**src/rtl/sel_arbiter.sv**
```systemverilog
// sel_arbiter: round-robin owner of the shared 2-bit mux/decode/XOR
// datapath. It grants one of two requesters, drives the datapath operands
// and select, waits SETTLE_CYCLES, captures the registered XOR outputs and
// returns them to the winner with a one-cycle ack.
//
// Parameters:
//   SETTLE_CYCLES - cycles spent in SETTLE before capture (1..15)
// Ports:
//   Clock, Reset_n      - clock, synchronous active-low reset
//   req_a/op_a          - requester A handshake and operand code
//   req_b/op_b          - requester B handshake and operand code
//   ack_a/ack_b         - one-cycle completion pulses
//   rsp_data            - {b_xor,a_xor}, valid while an ack is high
//   busy                - high whenever the FSM is not IDLE
//   dp_a/dp_b/dp_sel    - datapath operand and select drives
//   dp_a_xor/dp_b_xor   - registered XOR results from the datapath
// Optional build macro:
//   SELARB_STATS_EN     - adds saturating grant counters gnt_cnt_a/gnt_cnt_b

module sel_arbiter #(
    parameter int unsigned SETTLE_CYCLES = 2
) (
    input  logic       Clock,
    input  logic       Reset_n,
    input  logic       req_a,
    input  logic [1:0] op_a,
    input  logic       req_b,
    input  logic [1:0] op_b,
    output logic       ack_a,
    output logic       ack_b,
    output logic [1:0] rsp_data,
    output logic       busy,
    output logic [1:0] dp_a,
    output logic [1:0] dp_b,
    output logic       dp_sel,
    input  logic       dp_a_xor,
    input  logic       dp_b_xor
`ifdef SELARB_STATS_EN
    ,
    output logic [7:0] gnt_cnt_a,
    output logic [7:0] gnt_cnt_b
`endif
);

    localparam logic [3:0] LP_LOAD = 4'(SETTLE_CYCLES - 1);

    typedef enum logic [2:0] {
        S_IDLE,
        S_GRANT,
        S_SETTLE,
        S_CAPTURE,
        S_RESP
    } state_t;

    state_t     r_state;
    state_t     w_next;
    logic [3:0] r_cnt;
    logic       r_last_b;
    logic       r_sel;
    logic [1:0] r_dp_a;
    logic [1:0] r_dp_b;
    logic [1:0] r_rsp;
    logic       r_ack_a;
    logic       r_ack_b;
    logic       w_any;
    logic       w_win_b;
    logic       w_grant;
    logic       w_busy;

    // B wins when it is alone, or on a tie when A had the last grant.
    assign w_any   = req_a | req_b;
    assign w_win_b = req_b & (~req_a | ~r_last_b);
    assign w_grant = (r_state == S_IDLE) & w_any;

    // State register
    always_ff @(posedge Clock) begin
        if (!Reset_n) begin
            r_state <= S_IDLE;
        end else begin
            r_state <= w_next;
        end
    end

    // Next-state logic
    always_comb begin
        w_next = r_state;
        case (r_state)
            S_IDLE:    if (w_any) w_next = S_GRANT;
            S_GRANT:   w_next = S_SETTLE;
            S_SETTLE:  if (r_cnt == 4'd0) w_next = S_CAPTURE;
            S_CAPTURE: w_next = S_RESP;
            S_RESP:    w_next = S_IDLE;
            default:   w_next = S_IDLE;
        endcase
    end

    // Output logic
    always_comb begin
        w_busy = 1'b1;
        if (r_state == S_IDLE) w_busy = 1'b0;
    end

    // Datapath drives, settle counter, response capture and ack pulses.
    always_ff @(posedge Clock) begin
        if (!Reset_n) begin
            r_cnt    <= 4'd0;
            r_last_b <= 1'b1;
            r_sel    <= 1'b0;
            r_dp_a   <= 2'b00;
            r_dp_b   <= 2'b00;
            r_rsp    <= 2'b00;
            r_ack_a  <= 1'b0;
            r_ack_b  <= 1'b0;
        end else begin
            r_ack_a <= 1'b0;
            r_ack_b <= 1'b0;
            case (r_state)
                S_IDLE: begin
                    if (w_any) begin
                        r_sel    <= w_win_b;
                        r_last_b <= w_win_b;
                        if (w_win_b) r_dp_b <= op_b;
                        else         r_dp_a <= op_a;
                    end
                end
                S_GRANT: begin
                    r_cnt <= LP_LOAD;
                end
                S_SETTLE: begin
                    if (r_cnt != 4'd0) r_cnt <= r_cnt - 4'd1;
                end
                S_CAPTURE: begin
                    r_rsp   <= {dp_b_xor, dp_a_xor};
                    r_ack_a <= ~r_sel;
                    r_ack_b <= r_sel;
                end
                default: ;
            endcase
        end
    end

`ifdef SELARB_STATS_EN
    logic [7:0] r_cnt_a;
    logic [7:0] r_cnt_b;

    always_ff @(posedge Clock) begin
        if (!Reset_n) begin
            r_cnt_a <= 8'd0;
            r_cnt_b <= 8'd0;
        end else if (w_grant) begin
            if (w_win_b) begin
                if (r_cnt_b != 8'hFF) r_cnt_b <= r_cnt_b + 8'd1;
            end else begin
                if (r_cnt_a != 8'hFF) r_cnt_a <= r_cnt_a + 8'd1;
            end
        end
    end

    assign gnt_cnt_a = r_cnt_a;
    assign gnt_cnt_b = r_cnt_b;
`else
    logic w_unused;
    assign w_unused = w_grant;
`endif

    assign ack_a    = r_ack_a;
    assign ack_b    = r_ack_b;
    assign rsp_data = r_rsp;
    assign busy     = w_busy;
    assign dp_a     = r_dp_a;
    assign dp_b     = r_dp_b;
    assign dp_sel   = r_sel;

endmodule

```
**config.mk**
```make
export PLATFORM = sky130hd
export DESIGN_NAME = sel_arbiter
export DESIGN_NICKNAME = d
export VERILOG_FILES = /design/src/rtl/sel_arbiter.sv
export SDC_FILE = /design/constraint.sdc
export NUM_CORES = 1
export LEC_CHECK = 0
export CAP_MARGIN = 0
export CORE_AREA = 2 2 39 41
export DETAILED_ROUTE_END_ITERATION = 8
export DIE_AREA = 0 0 41 43
export DONT_BUFFER_PORTS = 1
export GPL_TIMING_DRIVEN = 0
export PLACE_DENSITY = 0.71
export SYNTH_ARGS = -nofsm -noshare
export SYNTH_HDL_FRONTEND = slang
export SYNTH_SLANG_ARGS = --single-unit
```
**constraint.sdc**
```tcl
create_clock -name Clock -period 3.7 [get_ports Clock]
set_input_delay 0.74 -clock Clock [delete_from_list [all_inputs] [get_ports Clock]]
set_output_delay 0.74 -clock Clock [all_outputs]
set_load 0.01 [all_outputs]
```
==> results of run 1 <==
layout by cell type, fill, tap and decap left out, drive strengths merged, types with 4 or more instances in the layout:
cell type  netlist  routed
a21oi            5       5
dfxtp           17      17
inv              5       5
mux2i            6       6
nand2            7       7
nand2b           5       5
nor2             8       8
o21ai            4       4
routing by layer:
layer	share of wire, %	up-vias
met5	0	-
met4	1.5	0
met3	6.0	4
met2	48	21
met1	44	256
li1	-	296
registers in the layout, summed over array words and instances (netlist names):
signal	cells
ack_a	1
ack_b	1
dp_a	2
dp_b	2
dp_sel	1
r_cnt	4
r_last_b	1
r_state	3
rsp_data	2
stage by stage:
stage	instance area, um2	util, %	power [W]
2_1_floorplan	747	-	0.000307
3_3_place_gp	767	55.4	0.000321
3_5_place_dp	767	55.4	0.000323
4_1_cts	795	57.4	0.000424
5_1_grt	795	57.4	0.000445
6_report	795	57.4	0.000422
final timing paths:
| kind | cells after the start | start | endpoint | slack (ns) |
|---|---|---|---|---|
| min reg2reg | 2 | r_last_b$_SDFFE_PN1P_ | r_last_b$_SDFFE_PN1P_ | 0.52 |
| max reg2reg | 6 | r_cnt[0]$_SDFFE_PN0P_ | r_cnt[0]$_SDFFE_PN0P_ | 2.18 |
| min | 2 | r_last_b$_SDFFE_PN1P_ | r_last_b$_SDFFE_PN1P_ | 0.52 |
| max | 3 | r_state[1]$_SDFFE_PN0P_ | busy | 1.84 |
where the power goes:
| part | switching [W] | internal (W) |
|---|---|---|
| registers | 0.0000179 | 0.000201 |
| logic | 0.0000552 | 0.0000453 |
| clock network | 0.0000622 | 0.0000403 |
| total | 0.000135 | 0.000287 |
area by class of cell:
cell class                 instances  area (um2)
fill                             131         589
multi-input combinational         58         377
sequential                        17         340
clock buffer                       3        22.5
inverter                           6        22.5
tap                               16        20.0
buffer                             1        7.51
clock inverter                     1        5.00
cell families (layout without fill, tap and decap cells):
group	after synthesis	in the layout	share of synthesized area, %
and+or+nand+nor	35	35	25.6
DFF	17	17	45.6
AOI/OAI and AO/OA	15	15	13.4
buffers and inverters	7	11	4.02
muxes	6	6	8.04
adders and majority gates	2	2	3.35
critical path: stages, from the launching register on:
cell	delay (ns)
dfxtp_1	0.32
buf_4	0.16
nor3_2	0.25
inv_2	0.10
==> flow_summary.toml, run 1 <==
[clock_tree]
cts_resized = 0
cts_made_buffers = 3
clock_latency_ns = 0.29
root_buffer = "clkbuf_4"
clockBufferDepth = 2
cts_hold_buf = 0
clock_sinks = 17
clk_pin_slew_ns = 0.10
htreeDepth = 1
cts_tree = "built"
postCtsSetupBuffers = 0

[sta]
slew_viol_final = 0
maxSlewHeadroom_pct = 77.9
rsz0062_at_grt = "false"
period_minus_slack_ns = 1.86
tightest_slew_ns = 0.328
max_freq_mhz = 538
setup_viol = 0
finalCritPeriodShare_pct = 50.3
whs_ns = 0.521
skew_ns = 0.00157
setup_tns_ns = 0
fin_ws_ns = 1.84
hold_viol = 0

[global_route]
met2_usage_pct = 29.1
grt_pass1_wl_um = 2240
grt_pass1_vias = 574
grtUsageMet3_pct = 3.66
busiest_layer = "met2"
track_usage_pct = 18.8
grt_max_degree = 11
met1_usage_pct = 23.3
antenna_found_initial = 0
overflow = 0

[synth]
synth_most_common_cell = "dfxtp_1"
yosys_warnings = 0
ys.flop_type = "dfxtp_1"
syn_avg_cell_area_um2 = 9.11
synth.largest_area_cell = "dfxtp_1"
synth_top_area_share_pct = 45.6
synthCells = 82
synth_edf_count = 0
synth-seq-cells = 17
syn_nets = 94
async_flop_share_pct = 0
synth_cell_type_count = 31
netlist_area_um2 = 747
synth_common_cells = "dfxtp_1, nand2_1, nor2_1"
ys_seq_area_share_pct = 45.6
ys_top_cells_by_area = "dfxtp_1, mux2i_1, nand2b_1, nand2_1, nor2_1"

[floorplanning]
num_rows = 14
coreArea_um2 = 1380
initial_core_util_pct = 54.0
die_y_um = 43
dieArea_um2 = 1760
num_io_pins = 20
die_x_um = 41

[cells_and_area]
nets = 99
drive_gt1_share_pct = 14.0
syn_to_final_growth_pct = 6.37
diodes = 0
final_cells = 102

[placed_design]
place_ws_ns = 2.18
dpl.hpwl_um = 959
dp_cells = 98
port_buffers = 0
gp_congestion = 0.753

[detailed_routing]
postRouteAntennaNets = 0
drt_first_pass_iters = 4
wire_per_inst_um = 12.8
drt_wl_total_um = 1310
vias = 577
avgViaCountPerCell = 5.66
drt_iter0_markers = 7
drc_errors = 0

[critical_path]
end_kind = "output pin"
critPathMaxFanout = 10
arrival_ns = 1.12
required_ns = 2.96
crit_type = "reg -> out"
crit_path_start_kind = "flop"

[run]
maxCapViolCount = 0

[pwr]
peakVddDrop_uv = 283
p_leak_nw = 0.332
power_density_nw_per_um2 = 531

[run_status]
status = "finished, final reports clean"

[worst_hold_path]
hp-class = "reg -> reg"
No activity file was read; power rests on OpenSTA's default activity.
==> run 2, diff against run 1 <==
==> constraint.sdc (replaced) <==
create_clock -name Clock -period 1.75 [get_ports Clock]
set_input_delay 0.35 -clock Clock [delete_from_list [all_inputs] [get_ports Clock]]
set_output_delay 0.35 -clock Clock [all_outputs]
set_load 0.01 [all_outputs]
==> results of run 2 <==
Same layout as run 1 (identical final DEF). Status: finished, final reports clean.
Main changes from that run: setup slack after placement 2.18 ns -> 0.259 ns; setup slack after layout 1.84 ns -> 0.229 ns; hold slack 0.521 ns -> 0.151 ns; start point of the critical path r_state[1]$_SDFFE_PN0P_ -> r_cnt[0]$_SDFFE_PN0P_; end point of the critical path busy -> r_cnt[0]$_SDFFE_PN0P_; register-to-register setup slack 2.18 ns -> 0.23 ns; total power 0.000422 W -> 0.000892 W; worst IR drop on VDD 283 uV -> 598 uV
